## src/rtl/exec_pkg.sv

```systemverilog
// Shared types for the multi-cycle execution unit: function codes, FSM states,
// the flag bundle and a constant-evaluable log2 helper.
package exec_pkg;

    typedef enum logic [3:0] {
        F_ADD   = 4'd0,
        F_SUB   = 4'd1,
        F_AND   = 4'd2,
        F_OR    = 4'd3,
        F_NEG   = 4'd4,
        F_CMP   = 4'd5,
        F_PASSX = 4'd6,
        F_PASSY = 4'd7,
        F_SHL   = 4'd8,
        F_SHR   = 4'd9,
        F_SAR   = 4'd10,
        F_MUL   = 4'd11
    } fsel_e;

    localparam logic [3:0] FSEL_LAST_LEGAL = 4'd11;

    typedef enum logic [1:0] {
        S_IDLE,
        S_EXEC,
        S_ITER,
        S_DONE
    } state_e;

    typedef struct packed {
        logic c;
        logic v;
        logic s;
        logic z;
    } flags_t;

    // Smallest r with 2**r >= n; usable in parameter expressions.
    function automatic int clog2(input int n);
        int r;
        r = 0;
        while ((1 << r) < n) r++;
        return r;
    endfunction

endpackage

```

## src/rtl/mc_alu_comb.sv

```systemverilog
// Single-cycle ALU: add/sub family through one shared adder, logic ops and
// operand passes, with carry/overflow/sign/zero flags.
module mc_alu_comb
    import exec_pkg::*;
#(
    parameter int WIDTH = 16
) (
    input  logic [3:0]       i_fsel,
    input  logic [WIDTH-1:0] i_x,
    input  logic [WIDTH-1:0] i_y,
    output logic [WIDTH-1:0] o_result,
    output flags_t           o_flags
);

    logic [WIDTH-1:0] w_a;
    logic [WIDTH-1:0] w_b;
    logic             w_cin;
    logic [WIDTH:0]   w_sum;
    logic             w_ovf;

    // Subtraction forms are X + ~Y + 1, so carry out means "no borrow".
    always_comb begin
        w_a   = i_x;
        w_b   = i_y;
        w_cin = 1'b0;
        case (i_fsel)
            F_SUB, F_CMP: begin
                w_b   = ~i_y;
                w_cin = 1'b1;
            end
            F_NEG: begin
                w_a   = '0;
                w_b   = ~i_x;
                w_cin = 1'b1;
            end
            default: ;
        endcase
    end

    assign w_sum = {1'b0, w_a} + {1'b0, w_b} + {{WIDTH{1'b0}}, w_cin};
    assign w_ovf = (w_a[WIDTH-1] == w_b[WIDTH-1]) && (w_sum[WIDTH-1] != w_a[WIDTH-1]);

    // NOTE: every output gets a default before the case so no latch is inferred.
    always_comb begin
        o_result  = '0;
        o_flags.c = 1'b0;
        o_flags.v = 1'b0;
        case (i_fsel)
            F_ADD, F_SUB, F_CMP, F_NEG: begin
                o_result  = w_sum[WIDTH-1:0];
                o_flags.c = w_sum[WIDTH];
                o_flags.v = w_ovf;
            end
            F_AND:   o_result = i_x & i_y;
            F_OR:    o_result = i_x | i_y;
            F_PASSX: o_result = i_x;
            F_PASSY: o_result = i_y;
            default: ;
        endcase
        o_flags.s = o_result[WIDTH-1];
        o_flags.z = (o_result == '0);
    end

endmodule

```

## src/rtl/mc_exec_unit.sv

```systemverilog
// Multi-cycle execute stage: register file, single-cycle ALU and a bit-serial
// shift/multiply engine sequenced by a four-state handshake FSM.
module mc_exec_unit
    import exec_pkg::*;
#(
    parameter  int WIDTH = 16,
    parameter  int NREGS = 8,
    localparam int RA_W  = clog2(NREGS)
) (
    input  logic             clk,
    input  logic             reset,
    input  logic             op_valid,
    output logic             op_ready,
    input  logic [3:0]       op_fsel,
    input  logic [RA_W-1:0]  op_dst,
    input  logic [RA_W-1:0]  op_src1,
    input  logic [RA_W-1:0]  op_src2,
    input  logic             op_imm_en,
    input  logic [WIDTH-1:0] op_imm,
    output logic             res_valid,
    output logic             res_err,
    output logic [WIDTH-1:0] res_data,
    output logic             flag_c,
    output logic             flag_v,
    output logic             flag_s,
    output logic             flag_z,
    input  logic             ext_wr_en,
    input  logic [RA_W-1:0]  ext_wr_addr,
    input  logic [WIDTH-1:0] ext_wr_data,
    input  logic [RA_W-1:0]  dbg_addr,
    output logic [WIDTH-1:0] dbg_data
);

    localparam int SA_W  = clog2(WIDTH);
    localparam int CNT_W = clog2(WIDTH + 1);

    state_e             r_state;
    state_e             w_state_next;
    logic [3:0]         r_fsel;
    logic [RA_W-1:0]    r_dst;
    logic [WIDTH-1:0]   r_x;
    logic [WIDTH-1:0]   r_y;
    logic [CNT_W-1:0]   r_cnt;
    logic [WIDTH-1:0]   r_sh;
    logic [2*WIDTH-1:0] r_prod;
    logic [WIDTH-1:0]   r_rf [NREGS];
    logic [WIDTH-1:0]   r_res_data;
    flags_t             r_flags;
    logic               r_err;

    logic               w_accept;
    logic               w_is_shift;
    logic               w_is_mul;
    logic               w_legal;
    logic [SA_W-1:0]    w_k;
    logic               w_iter_start;
    logic               w_finish;
    logic               w_wb_en;
    logic [WIDTH-1:0]   w_alu_result;
    flags_t             w_alu_flags;
    logic [WIDTH-1:0]   w_sh_next;
    logic               w_sh_c_next;
    logic [WIDTH:0]     w_mul_sum;
    logic [2*WIDTH-1:0] w_prod_next;
    logic [WIDTH-1:0]   w_fin_data;
    flags_t             w_fin_flags;

    mc_alu_comb #(.WIDTH(WIDTH)) u_alu (
        .i_fsel   (r_fsel),
        .i_x      (r_x),
        .i_y      (r_y),
        .o_result (w_alu_result),
        .o_flags  (w_alu_flags)
    );

    assign w_accept     = op_valid && (r_state == S_IDLE);
    assign w_is_shift   = (r_fsel == F_SHL) || (r_fsel == F_SHR) || (r_fsel == F_SAR);
    assign w_is_mul     = (r_fsel == F_MUL);
    assign w_legal      = (r_fsel <= FSEL_LAST_LEGAL);
    assign w_k          = r_y[SA_W-1:0];
    assign w_iter_start = (r_state == S_EXEC) && (w_is_mul || (w_is_shift && (w_k != '0)));
    assign w_finish     = ((r_state == S_EXEC) && !w_iter_start) ||
                          ((r_state == S_ITER) && (r_cnt == CNT_W'(1)));
    assign w_wb_en      = w_finish && w_legal && (r_fsel != F_CMP);

    // FSM: state register, next-state logic, output decode.
    always_ff @(posedge clk) begin
        if (reset) r_state <= S_IDLE;
        else       r_state <= w_state_next;
    end

    always_comb begin
        w_state_next = r_state;
        case (r_state)
            S_IDLE: if (op_valid) w_state_next = S_EXEC;
            S_EXEC: w_state_next = w_iter_start ? S_ITER : S_DONE;
            S_ITER: if (r_cnt == CNT_W'(1)) w_state_next = S_DONE;
            S_DONE: w_state_next = S_IDLE;
            default: w_state_next = S_IDLE;
        endcase
    end

    always_comb begin
        op_ready  = (r_state == S_IDLE);
        res_valid = (r_state == S_DONE);
        res_err   = (r_state == S_DONE) && r_err;
    end

    // One shift step; the carry is the bit that falls off.
    always_comb begin
        w_sh_next   = r_sh;
        w_sh_c_next = 1'b0;
        case (r_fsel)
            F_SHL: begin
                w_sh_next   = {r_sh[WIDTH-2:0], 1'b0};
                w_sh_c_next = r_sh[WIDTH-1];
            end
            F_SHR: begin
                w_sh_next   = {1'b0, r_sh[WIDTH-1:1]};
                w_sh_c_next = r_sh[0];
            end
            F_SAR: begin
                w_sh_next   = {r_sh[WIDTH-1], r_sh[WIDTH-1:1]};
                w_sh_c_next = r_sh[0];
            end
            default: ;
        endcase
    end

    // Right-shifting shift-add multiply: multiplier sits in the low half and is
    // consumed LSB first while the partial product grows into the high half.
    assign w_mul_sum   = {1'b0, r_prod[2*WIDTH-1:WIDTH]} + (r_prod[0] ? {1'b0, r_x} : '0);
    assign w_prod_next = {w_mul_sum, r_prod[WIDTH-1:1]};

    always_comb begin
        w_fin_data  = w_alu_result;
        w_fin_flags = w_alu_flags;
        if (r_state == S_ITER) begin
            if (w_is_mul) begin
                w_fin_data    = w_prod_next[WIDTH-1:0];
                w_fin_flags.c = |w_prod_next[2*WIDTH-1:WIDTH];
                w_fin_flags.v = |w_prod_next[2*WIDTH-1:WIDTH];
            end else begin
                w_fin_data    = w_sh_next;
                w_fin_flags.c = w_sh_c_next;
                w_fin_flags.v = 1'b0;
            end
            w_fin_flags.s = w_fin_data[WIDTH-1];
            w_fin_flags.z = (w_fin_data == '0);
        end else if (w_is_shift) begin
            w_fin_data    = r_x;
            w_fin_flags.c = 1'b0;
            w_fin_flags.v = 1'b0;
            w_fin_flags.s = r_x[WIDTH-1];
            w_fin_flags.z = (r_x == '0);
        end
    end

    // NOTE: sequential state uses non-blocking assignments only, so operands
    // latched at accept see the register file as it was before this edge.
    always_ff @(posedge clk) begin
        if (reset) begin
            r_fsel     <= '0;
            r_dst      <= '0;
            r_x        <= '0;
            r_y        <= '0;
            r_cnt      <= '0;
            r_sh       <= '0;
            r_prod     <= '0;
            r_res_data <= '0;
            r_flags    <= '0;
            r_err      <= 1'b0;
            // NOTE: the register file must read zero after reset, so every
            // entry is cleared here rather than left to power-up contents.
            for (int i = 0; i < NREGS; i++) r_rf[i] <= '0;
        end else begin
            if (w_accept) begin
                r_fsel <= op_fsel;
                r_dst  <= op_dst;
                r_x    <= r_rf[op_src1];
                r_y    <= op_imm_en ? op_imm : r_rf[op_src2];
            end

            if (r_state == S_EXEC) begin
                r_cnt  <= w_is_mul ? CNT_W'(WIDTH) : CNT_W'(w_k);
                r_sh   <= r_x;
                r_prod <= {{WIDTH{1'b0}}, r_y};
            end else if (r_state == S_ITER) begin
                r_cnt  <= r_cnt - CNT_W'(1);
                r_sh   <= w_sh_next;
                r_prod <= w_prod_next;
            end

            if (w_finish) begin
                r_err <= !w_legal;
                if (w_legal) begin
                    r_res_data <= w_fin_data;
                    r_flags    <= w_fin_flags;
                end
            end

            // NOTE: the writeback is the later assignment, so it overrides an
            // external write to the same address on the same edge.
            if (ext_wr_en) r_rf[ext_wr_addr] <= ext_wr_data;
            if (w_wb_en)   r_rf[r_dst]       <= w_fin_data;
        end
    end

    assign res_data = r_res_data;
    assign flag_c   = r_flags.c;
    assign flag_v   = r_flags.v;
    assign flag_s   = r_flags.s;
    assign flag_z   = r_flags.z;
    assign dbg_data = r_rf[dbg_addr];

endmodule

```

## config.mk

```make
export PLATFORM = sky130hd
export DESIGN_NAME = mc_exec_unit
export DESIGN_NICKNAME = d
export VERILOG_FILES = /design/src/rtl/exec_pkg.sv /design/src/rtl/mc_alu_comb.sv /design/src/rtl/mc_exec_unit.sv
export SDC_FILE = /design/constraint.sdc
export NUM_CORES = 1
export LEC_CHECK = 0
export CAP_MARGIN = 15
export CORE_MARGIN = 8
export CORE_UTILIZATION = 60
export DETAILED_ROUTE_END_ITERATION = 12
export DONT_BUFFER_PORTS = 1
export GPL_TIMING_DRIVEN = 1
export PLACE_DENSITY = 0.76
export SLEW_MARGIN = 20
export SYNTH_ARGS = -nofsm -noshare
export SYNTH_HDL_FRONTEND = slang
export SYNTH_HIERARCHICAL = 1
export SYNTH_SLANG_ARGS = --single-unit
```

## constraint.sdc

```tcl
create_clock -name clk -period 6.2 [get_ports clk]
set_input_delay 0.93 -clock clk [delete_from_list [all_inputs] [get_ports clk]]
set_output_delay 0.93 -clock clk [all_outputs]
set_load 0.01 [all_outputs]
```

==> key figures, run 1 <==
STA
  – Unrepaired setup endpoints after global routing: no
  – Period utilization: 82.7%
  – Fmax: 0.195 GHz
  – Skew final: around 0.02 ns
  – Final setup fails: 0
  – Slew @ Worst Pin: 1.23 ns
  – Relative slew margins: between 15 and 20%
  – Minimum clock period: 5.13 ns
  – Setup_tns: 0 ns
  – Slew Limit Fails: 0
  – Number of failing hold endpoints at the final stage: 0

Place
  – I/O Buffers: 0
  – Placer Congestion: a little over 1
  – DP Wirelength: 37600 um

CTS
  – CTS max path bufs: 3
  – CTS clk-pin slew, worst paths: around 0.06 ns
  – H-tree depth: 1
  – Clock sinks: around 240
  – Cts bufs inserted: 27
  – CTS root buffer: clkbuf_16
  – Resized cells post-CTS: 0
  – Cts hold-fix bufs: 0
  – Postcts setup bufs: 0
  – CTS tree: yes
  – Clk_lat worst skew: 0.56 ns

Global route
  – Largest net degree at the start of global routing: 110
  – Met1 usage: about 40%
  – Met3 usage in global routing: about a tenth
  – First-pass GRT wire length: just under 90000 um
  – Gr usage total: 33.4%
  – Number of global-route vias before repair: 14770
  – Initial antenna violation count: 2
  – Total grt overflow: 0
  – Global route hottest layer: met2
  – M2 GR Usage: 54.8%

Synth
  – Leading area contributor after synthesis: edfxtp_1
  – Synth unique cells: 77
  – Yosys warns: 6
  – Avg Cell Area, Syn: 9.48 um2
  – Most frequent cell after synthesis: nor2_1
  – Post-Syn Area: 0.0171 mm2
  – #FFs+latches synth: around 240
  – Area contributors post-synth: edfxtp_1 23%, dfxtp_1 13%, mux4_2 13%
  – Ys async rst share: 0%
  – Synth top cells by count: 145 x nor2_1, 142 x nand3_1, 133 x o21ai_1
  – EDFF count, synth: 128
  – Top cell type's share of synthesized area: a little under a quarter
  – Post-Syn Nets: ~1900
  – Top_reg_cell synth: edfxtp_1
  – Sequential share of the synthesized area: 36.0%
  – Cells after synthesis: 1800

Routing
  – Pre-Repair DR Iteration Count: 8
  – Via count: 15345
  – Final ANT Viol Nets: 0
  – Drt drc: 0
  – Wire per inst: 27.5 um
  – Avg Vias per Cell: approximately 7.3
  – Final WL: 57700 um
  – Initial DRC count: 2206

Job
  – Max_cap viols: 0

Power
  – LEAKAGE: 6.52 nW
  – Power Density: 400 mW/mm2
  – Overall power: 7.23 mW
  – VDD IR-drop max: about 0.26 mV

Critical path
  – Crit Path Class: register to register
  – Reg2reg end: r_rf[2][14]
  – CP endpoint kind: register
  – Reg-to-Reg Start: r_fsel[3]
  – CP arrival: 5.41 ns
  – R2R cell count: 19
  – R2r setup slk: 1.07 ns
  – Worst Setup Start Kind: register
  – WP data required: 6.48 ns
  – Crit-path max FO: 32

Worst hold path
  – Cells on Worst Hold Path: 1
  – Hold EP: r_cnt[3]
  – Hold Crit Class: input pin to register
  – Hold Path Origin: reset

Die
  – Die span in y: 185 um
  – Die width: around 180 um
  – Full die area: 0.0341 mm2
  – I/O Pins: 95
  – Area of the core: 0.0279 mm2
  – Initial core utilization: 61.2%
  – # rows: 61

Status
  – Status: complete, no violations

Finish
  – Ant diodes: 0
  – Layout cells sized above 1: a little over an eighth
  – Nets: 1795
  – Area Overhead vs Synth: 6.01%
  – Final Core Density: 64.9%
[registers in the layout (all words and copies together) (netlist names)]
| name | flops |
|---|---|
| r_prod | 32 |
| r_y | 16 |
| r_cnt | 5 |
| r_err | 1 |
| flag_c | 1 |
| r_rf | 128 |
| r_x | 16 |
| r_fsel | 4 |
| r_state | 2 |
| flag_s | 1 |
| r_dst | 3 |
| flag_z | 1 |
| res_data | 16 |
| r_sh | 16 |
| flag_v | 1 |
[cells in the final DEF, fill, tap and decap left out, types with 9 or more instances in the layout]
cell	instances
a21oi_1	110
clkbuf_16	28
nor2_1	145
mux2_2	43
nand2b_1	9
dfxtp_1	115
o21a_1	12
inv_1	30
a21o_1	27
nor3_1	15
edfxtp_1	128
nand3_1	142
a211oi_1	63
nor2b_1	9
ha_1	35
mux2i_1	99
o22ai_1	43
and2_1	40
o21ai_1	132
mux4_2	96
o21ai_0	65
buf_4	31
nand2_1	120
nor4_1	15
[through the flow]
stage	std cells	hold WS (ns)	area (um2)	setup slack [ns]
3_5_place_dp	2048	0.463	17100	1.03
5_1_grt	2098	0.445	18100	0.678
4_1_cts	2098	0.441	18100	1.06
2_1_floorplan	1800	0.441	17100	1.71
3_3_place_gp	2048	0.453	17100	1.15
6_report	2098	0.460	18100	1.07
[cells by family after synthesis]
logic type	count (synthesis)	share of synthesized area, %
buffers and inverters	192	4.57
adders and majority gates	40	3.07
AOI/OAI and AO/OA	521	18.6
DFF	243	36.0
muxes	238	21.3
xor gates and xnor gates	13	0.667
and+or+nand+nor	553	15.7
[power by group]
group / leakage, nW / internal [mW] / switching (mW) / total (mW)
combinational: 3.79 / 1.14 / 1.95 / 3.10
clock: 0.470 / 1.06 / 0.690 / 1.75
sequential: 2.26 / 1.97 / 0.408 / 2.38
[final cells by class]
| type | instances | area (um2) |
|---|---|---|
| multi-input combinational | 1365 | 10200 |
| clock buffer | 41 | 800 |
| tap | 378 | 473 |
| fill | 2188 | 9770 |
| clock inverter | 9 | 163 |
| inverter | 31 | 116 |
| sequential | 243 | 6150 |
| timing repair buffer | 31 | 233 |
[worst max-delay path by stage]
stage / slack [ns] / endpoint / startpoint
after floorplan: 1.71 / flag_z / r_fsel[2]
after global placement: 1.15 / res_data[14] / r_fsel[3]
after detailed placement: 1.03 / r_rf[2][14] / r_fsel[3]
after CTS: 1.06 / r_rf[2][14] / r_fsel[3]
after global routing: 0.68 / res_data[14] / r_fsel[3]
final: 1.07 / r_rf[2][14] / r_fsel[3]
[critical path: stages, from the launching register on]
cell      delay, ns
dfxtp_1        0.29
buf_4          0.19
nor2_1         0.48
nand2_1        0.10
buf_4          0.25
o22ai_1        0.17
a21oi_1        0.08
fa_1           0.50
fa_1           0.41
nor2b_1        0.25
o31a_1         0.26
o21a_1         0.18
o211ai_1       0.10
a21oi_1        0.24
mux2i_1        0.21
nand2_1        0.12
nand2_1        0.08
a21oi_1        0.09
a21oi_1        0.66
o21ai_1        0.17
[routing by layer]
metal | vias up | wire length, um | part of all wire (%)
li1 | 6659 | - | -
met1 | 7227 | 19800 | 34
met2 | 1194 | 26800 | 47
met3 | 263 | 7700 | 13
met4 | 2 | 3260 | 5.7
met5 | - | 13 | 0.023
(Power assumes the default switching activity.)
==> run 2: changes to the inputs <==
--- a/config.mk
+++ b/config.mk
@@ -7,11 +7,11 @@
 export LEC_CHECK = 0
 export CAP_MARGIN = 15
 export CORE_MARGIN = 8
-export CORE_UTILIZATION = 60
+export CORE_UTILIZATION = 59
 export DETAILED_ROUTE_END_ITERATION = 12
 export DONT_BUFFER_PORTS = 1
 export GPL_TIMING_DRIVEN = 1
-export PLACE_DENSITY = 0.76
+export PLACE_DENSITY = 0.78
 export SLEW_MARGIN = 20
 export SYNTH_ARGS = -nofsm -noshare
 export SYNTH_HDL_FRONTEND = slang
==> constraint.sdc (replaced) <==
create_clock -name clk -period 4.4 [get_ports clk]
set_input_delay 0.66 -clock clk [delete_from_list [all_inputs] [get_ports clk]]
set_output_delay 0.66 -clock clk [all_outputs]
set_load 0.01 [all_outputs]
==> run 2 against run 1 <==
  * Sequential share of layout area is 0.58 points lower
  * Critical path type unchanged
  * Clock-buffer cell count is 10 lower
  * Critical endpoint is now flag_z
  * Fmax is 23% higher
  * Sequential power is 36% higher
  * Core utilization is 0.63 points lower
  * Combinational power is 53% higher
  * Clock power is 37% higher
  * Die area is 1.5% higher
  * Global-route usage is 1.4 points lower
==> key figures, run 2 (synthesized netlist as in run 1, its figures left out) <==
Die
  – Full die area: 0.0346 mm2 (+1.5%)
  – Area of the core: 0.0286 mm2 (+2.8%)
  – Initial core utilization: 59.6% (-1.6 points)
  – I/O Pins: 95 (unchanged)
  – # rows: 62 (+1.6%)
  – Die width: 186 um (+0.77%)
  – Die span in y: 186 um (+0.77%)

Power
  – LEAKAGE: 6.73 nW (+3.2%)
  – Clock share of power: 23.1% (-1.1 points)
  – Net Sw Power: 4.39 mW (+44%)
  – Part of the power in registers: 31.2% (-1.7 points)
  – VDD IR-drop max: 0.378 mV (+48%)
  – Logic pwr share: 45.7% (+2.8 points)
  – Sw frac: 42.4% (+0.12 points)
  – Power Density: 563 mW/mm2 (+41%)
  – Internal Power: 5.98 mW (+43%)
  – Overall power: 10.4 mW (+43%)

Place
  – DP Wirelength: 39400 um (+4.8%)
  – I/O Buffers: 0 (unchanged)
  – Inst Count DP: 2092 (+2.1%)
  – Pre-CTS setup slack: 0.157 ns (-0.874 ns)
  – Placer Congestion: 0.971 (-5.9%)
  – Area after DPL: 0.0174 mm2 (+1.7%)

Critical path
  – Worst Setup Start Kind: register
  – Critical path cell sequence: buf_4 > o21ai_4 > buf_4 > buf_4 > a21o_1 > ha_1 > o2111a_1 > o311a_1 > or4_1 > a31o_1 > nand4bb_1 > or4_1 > nor4_2 > a21oi_1 > o21ai_0 > o221a_1
  – WP data required: 4.89 ns (-1.59 ns)
  – CP max stage delay: 0.45 ns (-0.21 ns)
  – CP dominant cell by count: buf_4
  – Crit Path Class: register to register
  – CP arrival: 4.65 ns (-0.76 ns)
  – Buf/Inv on CP: 3 (+1)
  – Critical path's top delay family: compound AO/OA/AOI/OAI gates
  – Crit-path slowest cell: or4_1
  – CP endpoint kind: register
  – Crit-path max FO: 8 (-75%)

Finish
  – Layout cells sized above 1: 16.1% (+2.7 points)
  – Cell area after layout: 0.0184 mm2 (+1.8%)
  – Most frequent cells in the layout: 144 x nor2_1, 142 x nand3_1, 132 x o21ai_1, 128 x edfxtp_1, 119 x nand2_1
  – Post-Layout Cell Count: 2143 (+2.1%)
  – Fillers: 2262 (+3.4%)
  – Nets: 1836 (+2.3%)
  – Top Registers: r_rf (128), r_prod (32)
  – Ant diodes: 0 (unchanged)
  – Area Overhead vs Synth: 7.87%
  – Final Core Density: 64.3% (-0.63 points)
  – Commonest non-fill, non-tap cell in the layout: nor2_1
  – Area occupied by multi-input gates: 0.0102 mm2 (+0.41%)
  – Largest Register: r_rf
  – Storage cell area: 0.00615 mm2 (about the same)
  – Number of flip-flops in the largest register: 128 (unchanged)

STA
  – Fmax: 0.240 GHz (+23%)
  – Unrepaired setup endpoints after global routing: no
  – Slew Limit Fails: 0 (unchanged)
  – Final setup fails: 0 (unchanged)
  – Worst Hold Slack: 0.207 ns (-0.253 ns)
  – Setup_tns: 0 ns (unchanged)
  – Skew final: 0.0205 ns (+0.000880 ns)
  – Relative slew margins: 30.8% (+13 points)
  – Setup ws final: 0.236 ns (-0.836 ns)
  – Minimum clock period: 4.16 ns (-0.964 ns)
  – Slew @ Worst Pin: 1.04 ns (-0.189 ns)
  – Period utilization: 94.6% (+12 points)
  – Number of failing hold endpoints at the final stage: 0 (unchanged)

Routing
  – Final WL: 56300 um (-2.3%)
  – Final ANT Viol Nets: 0 (unchanged)
  – Drt drc: 0 (unchanged)
  – Avg Vias per Cell: 7.19 (-1.7%)
  – Via count: 15411 (+0.43%)
  – Pre-Repair DR Iteration Count: 6 (-2)
  – Initial DRC count: 2146 (-2.7%)
  – Wire per inst: 26.3 um (-4.3%)

CTS
  – Cts bufs inserted: 27 (unchanged)
  – CTS clk-pin slew, worst paths: 0.06 ns (about the same)
  – Clock sinks: 243 (unchanged)
  – CTS tree: yes
  – H-tree depth: 1 (unchanged)
  – CTS root buffer: clkbuf_16
  – CTS max path bufs: 3 (unchanged)
  – Clk_lat worst skew: 0.55 ns (about the same)

Job
  – Max_cap viols: 0 (unchanged)

Global route
  – Gr usage total: 32.0% (-1.4 points)
  – Total grt overflow: 0 (unchanged)
  – Initial antenna violation count: 1 (-1)
  – First-pass GRT wire length: 86000 um (-2.3%)
  – Number of global-route vias before repair: 14710 (-0.41%)
  – Largest net degree at the start of global routing: 110 (unchanged)

Worst hold path
  – Hold Crit Class: input pin to register

Status
  – Status: complete, no violations
[run 2: cell type report]
cell class / count / share of cell area (%)
clock buffers: 31 / 3.98
inverters: 31 / 0.632
multi-input cells: 1365 / 55.4
flip-flops and latches: 243 / 33.4
well taps: 384 / 2.61
repair buffers: 72 / 2.94
clock inverters: 17 / 1.03
[run 2: power by group through the flow]
stage                     Clock [mW]  Combinational (mW)  Sequential (mW)
after floorplan                    0                3.29             3.11
after global placement             0                4.46             3.23
after detailed placement           0                4.54             3.25
after CTS                       2.39                4.58             3.21
after global routing            2.48                5.05             3.27
final                           2.40                4.74             3.23
[run 2: timing repair]
action,4_1_cts,5_1_grt
resized for setup,0,10
hold buffers,0,0
endpoints found under the setup margin,0,16
setup buffers,0,3
hold endpoints to repair,0,0
[run 2: final timing paths]
check	cells past startpoint	slack, ns	startpoint	endpoint
max	16	0.24	r_fsel[0]	flag_z
min	1	0.21	reset	r_state[0]
max reg2reg	16	0.24	r_fsel[0]	flag_z
min reg2reg	2	0.47	r_prod[27]	r_prod[27]
[run 2: routing by layer]
metal,GRT usage [%],wire [um],part of all wire [%],up-vias
met1,39.8,20500,36,7341
met4,15.4,2850,5.1,2
met5,0,10,0.018,-
met2,51.8,26300,47,1099
met3,7.71,6700,12,224
li1,-,-,-,6745
[run 2: worst reg2reg max path, stage by stage, from the launching register on]
cell,delay (ns)
dfxtp_1,0.41
buf_4,0.18
o21ai_4,0.09
buf_4,0.19
buf_4,0.16
a21o_1,0.18
ha_1,0.36
o2111a_1,0.19
o311a_1,0.35
or4_1,0.41
a31o_1,0.27
nand4bb_1,0.19
or4_1,0.45
nor4_2,0.23
a21oi_1,0.09
o21ai_0,0.17
o221a_1,0.19
==> run 3: changes to the inputs <==
--- a/config.mk
+++ b/config.mk
@@ -6,8 +6,10 @@
 export NUM_CORES = 1
 export LEC_CHECK = 0
 export CAP_MARGIN = 15
+export CELL_PAD_IN_SITES_DETAIL_PLACEMENT = 0
+export CELL_PAD_IN_SITES_GLOBAL_PLACEMENT = 2
 export CORE_MARGIN = 8
-export CORE_UTILIZATION = 59
+export CORE_UTILIZATION = 38
 export DETAILED_ROUTE_END_ITERATION = 12
 export DONT_BUFFER_PORTS = 1
 export GPL_TIMING_DRIVEN = 1
==> run 3 against run 2 <==
  * Clock skew is 0.034 ns higher
  * Largest power group unchanged
  * First-iteration DRC count is 27% lower
  * Clock power is 14% higher
  * Combinational power is 1% higher
  * Sequential share of layout area is 0.80 points lower
  * Core utilization is 22 points lower
  * Die area is 50% higher
  * Worst setup slack worse by 0.015 ns
  * Register-to-register slack worse by 0.02 ns
  * Highest routed layer is now met4
  * Cell area is 2.4% higher
==> key figures, run 3 (synthesized netlist as in run 1, its figures left out) <==
Power
  – LEAKAGE: 6.82 nW (+1.4%)
  – Internal Power: 6.23 mW (+4.2%)
  – Net Sw Power: 4.54 mW (+3.4%)
  – Logic pwr share: 44.5% (-1.2 points)
  – Power Density: 571 mW/mm2 (+1.4%)
  – Clock share of power: 25.4% (+2.3 points)
  – VDD IR-drop max: 0.307 mV (-19%)
  – Sw frac: 42.2% (-0.18 points)
  – Part of the power in registers: 30.1% (-1.1 points)

Critical path
  – Critical path's top delay family: simple AND/OR/NAND/NOR gates
  – CP arrival: 4.69 ns (+0.04 ns)
  – CP max stage delay: 0.52 ns (+0.07 ns)
  – Buf/Inv on CP: 0 (-3)
  – Worst Setup Start Kind: register
  – WP data required: 4.91 ns (+0.02 ns)
  – Critical path cell sequence: nor2_4 > nand2_1 > o22ai_1 > a21oi_1 > fa_1 > fa_1 > nor2b_4 > o31a_1 > nor3_1 > o31ai_1 > xnor2_1 > a21boi_0 > or4_1 > nor4_2 > a21oi_1 > o21ai_0 > o221a_1
  – CP endpoint kind: register
  – R2r setup slk: 0.22 ns (-0.02 ns)
  – Reg2reg end: flag_z
  – Crit-path max FO: 5 (-3)
  – Crit-path slowest cell: or4_1
  – R2R cell count: 17 (+1)
  – Reg-to-Reg Start: r_fsel[3]
  – Levels on crit path: 17 (+1)
  – Crit Path Class: register to register

Finish
  – Area Overhead vs Synth: 10.5%
  – Layout cells sized above 1: 16.4% (+0.24 points)
  – Commonest non-fill, non-tap cell in the layout: nor2_1
  – Post-Layout Cell Count: 2362 (+10%)
  – Most frequent cells in the layout: 144 x nor2_1, 142 x nand3_1, 132 x o21ai_1, 128 x edfxtp_1, 120 x nand2_1
  – Ant diodes: 0 (unchanged)
  – Largest Register: r_rf
  – Top Registers: r_rf (128), r_prod (32)
  – Nets: 1842 (+0.33%)
  – Number of flip-flops in the largest register: 128 (unchanged)
  – Fillers: 4380 (+94%)
  – Final Core Density: 42.5% (-22 points)

STA
  – Slew @ Worst Pin: 1.13 ns (+0.0901 ns)
  – Final setup fails: 0 (unchanged)
  – Setup_tns: 0 ns (unchanged)
  – Minimum clock period: 4.18 ns (+0.0151 ns)
  – Worst Hold Slack: 0.154 ns (-0.0529 ns)
  – Slew Limit Fails: 0 (unchanged)
  – Relative slew margins: 24.6% (-6.2 points)
  – Fmax: 0.239 GHz (-0.36%)
  – Skew final: 0.0550 ns (+0.0344 ns)
  – Number of failing hold endpoints at the final stage: 0 (unchanged)
  – Period utilization: 95.0% (+0.34 points)

Global route
  – First-pass GRT wire length: 93800 um (+9.1%)
  – Number of global-route vias before repair: 14281 (-2.9%)
  – Gr usage total: 23.0% (-9.0 points)
  – Largest net degree at the start of global routing: 110 (unchanged)
  – Initial antenna violation count: 0 (-1)
  – Total grt overflow: 0 (unchanged)

CTS
  – CTS root buffer: clkbuf_16
  – CTS max path bufs: 3 (unchanged)
  – Cts hold-fix bufs: 0 (unchanged)
  – CTS tree: yes
  – CTS clk-pin slew, worst paths: 0.07 ns (about the same)
  – Clock sinks: 243 (unchanged)
  – H-tree depth: 1 (unchanged)
  – Cts bufs inserted: 30 (+11%)
  – Clk_lat worst skew: 0.61 ns (+0.06 ns)

Die
  – Die span in y: 228 um (+22%)
  – Die width: 228 um (+22%)
  – # rows: 77 (+24%)
  – Initial core utilization: 38.5% (-21 points)
  – I/O Pins: 95 (unchanged)
  – Full die area: 0.0519 mm2 (+50%)
  – Area of the core: 0.0443 mm2 (+55%)

Routing
  – Final WL: 62700 um (+11%)
  – Initial DRC count: 1570 (-27%)
  – Pre-Repair DR Iteration Count: 5 (-1)
  – Final ANT Viol Nets: 0 (unchanged)
  – Avg Vias per Cell: 6.28 (-13%)
  – Via count: 14841 (-3.7%)
  – Wire per inst: 26.5 um (+0.96%)
  – Drt drc: 0 (unchanged)

Worst hold path
  – Hold Path Origin: reset
  – Hold Crit Class: input pin to register
  – Hold EP: res_data[2]
  – Cells on Worst Hold Path: 1 (unchanged)

Place
  – Placer Congestion: 0.905 (-6.8%)
  – I/O Buffers: 0 (unchanged)
  – DP Wirelength: 44200 um (+12%)
  – Inst Count DP: 2305 (+10%)

Job
  – Max_cap viols: 0 (unchanged)

Status
  – Status: complete, no violations
[run 3: worst max path at each step]
stage             end       from  slack, ns
2_1_floorplan  flag_z  r_fsel[2]       0.02
6_report       flag_z  r_fsel[3]       0.22
3_5_place_dp   flag_z  r_fsel[3]       0.12
5_1_grt        flag_z  r_fsel[2]      -0.01
4_1_cts        flag_z  r_fsel[3]       0.09
3_3_place_gp   flag_z  r_fsel[3]       0.16
[run 3: metrics by stage]
stage	instance area, um2	setup slack (ns)	power (mW)
detailed placement	17700	0.115	8.01
CTS	18800	0.0899	10.7
finish	18900	0.221	10.8
global placement	17700	0.163	7.98
global route	18900	-0.0131	11.3
floorplan	17100	0.0193	6.40
[run 3: area by class of cell]
type	count	area, um2	area share [%]
timing repair buffer	75	576	3.05
sequential	243	6150	32.6
clock buffer	39	856	4.54
clock inverter	17	238	1.26
inverter	31	116	0.617
tap	592	741	3.93
multi-input combinational	1365	10200	54.0
[run 3: timing repair]
item | 4_1_cts | 5_1_grt
endpoints found under the setup margin | 0 | 35
resized for setup | 0 | 5
buffers inserted | 0 | 1
[run 3: routing by layer]
layer	vias up	GRT usage (%)	part of all wire (%)
met4	0	6.34	2.9
met1	7354	29.1	40
met5	-	0	0
met2	622	39.6	49
li1	6762	-	-
met3	103	4.68	7.9
[run 3: power by group through the flow]
| stage | combinational (mW) | sequential (mW) | clock (mW) |
|---|---|---|---|
| after detailed placement | 4.72 | 3.28 | 0 |
| final | 4.79 | 3.24 | 2.73 |
| after global placement | 4.70 | 3.27 | 0 |
| after floorplan | 3.29 | 3.11 | 0 |
| after global routing | 5.16 | 3.29 | 2.85 |
| after CTS | 4.74 | 3.24 | 2.77 |
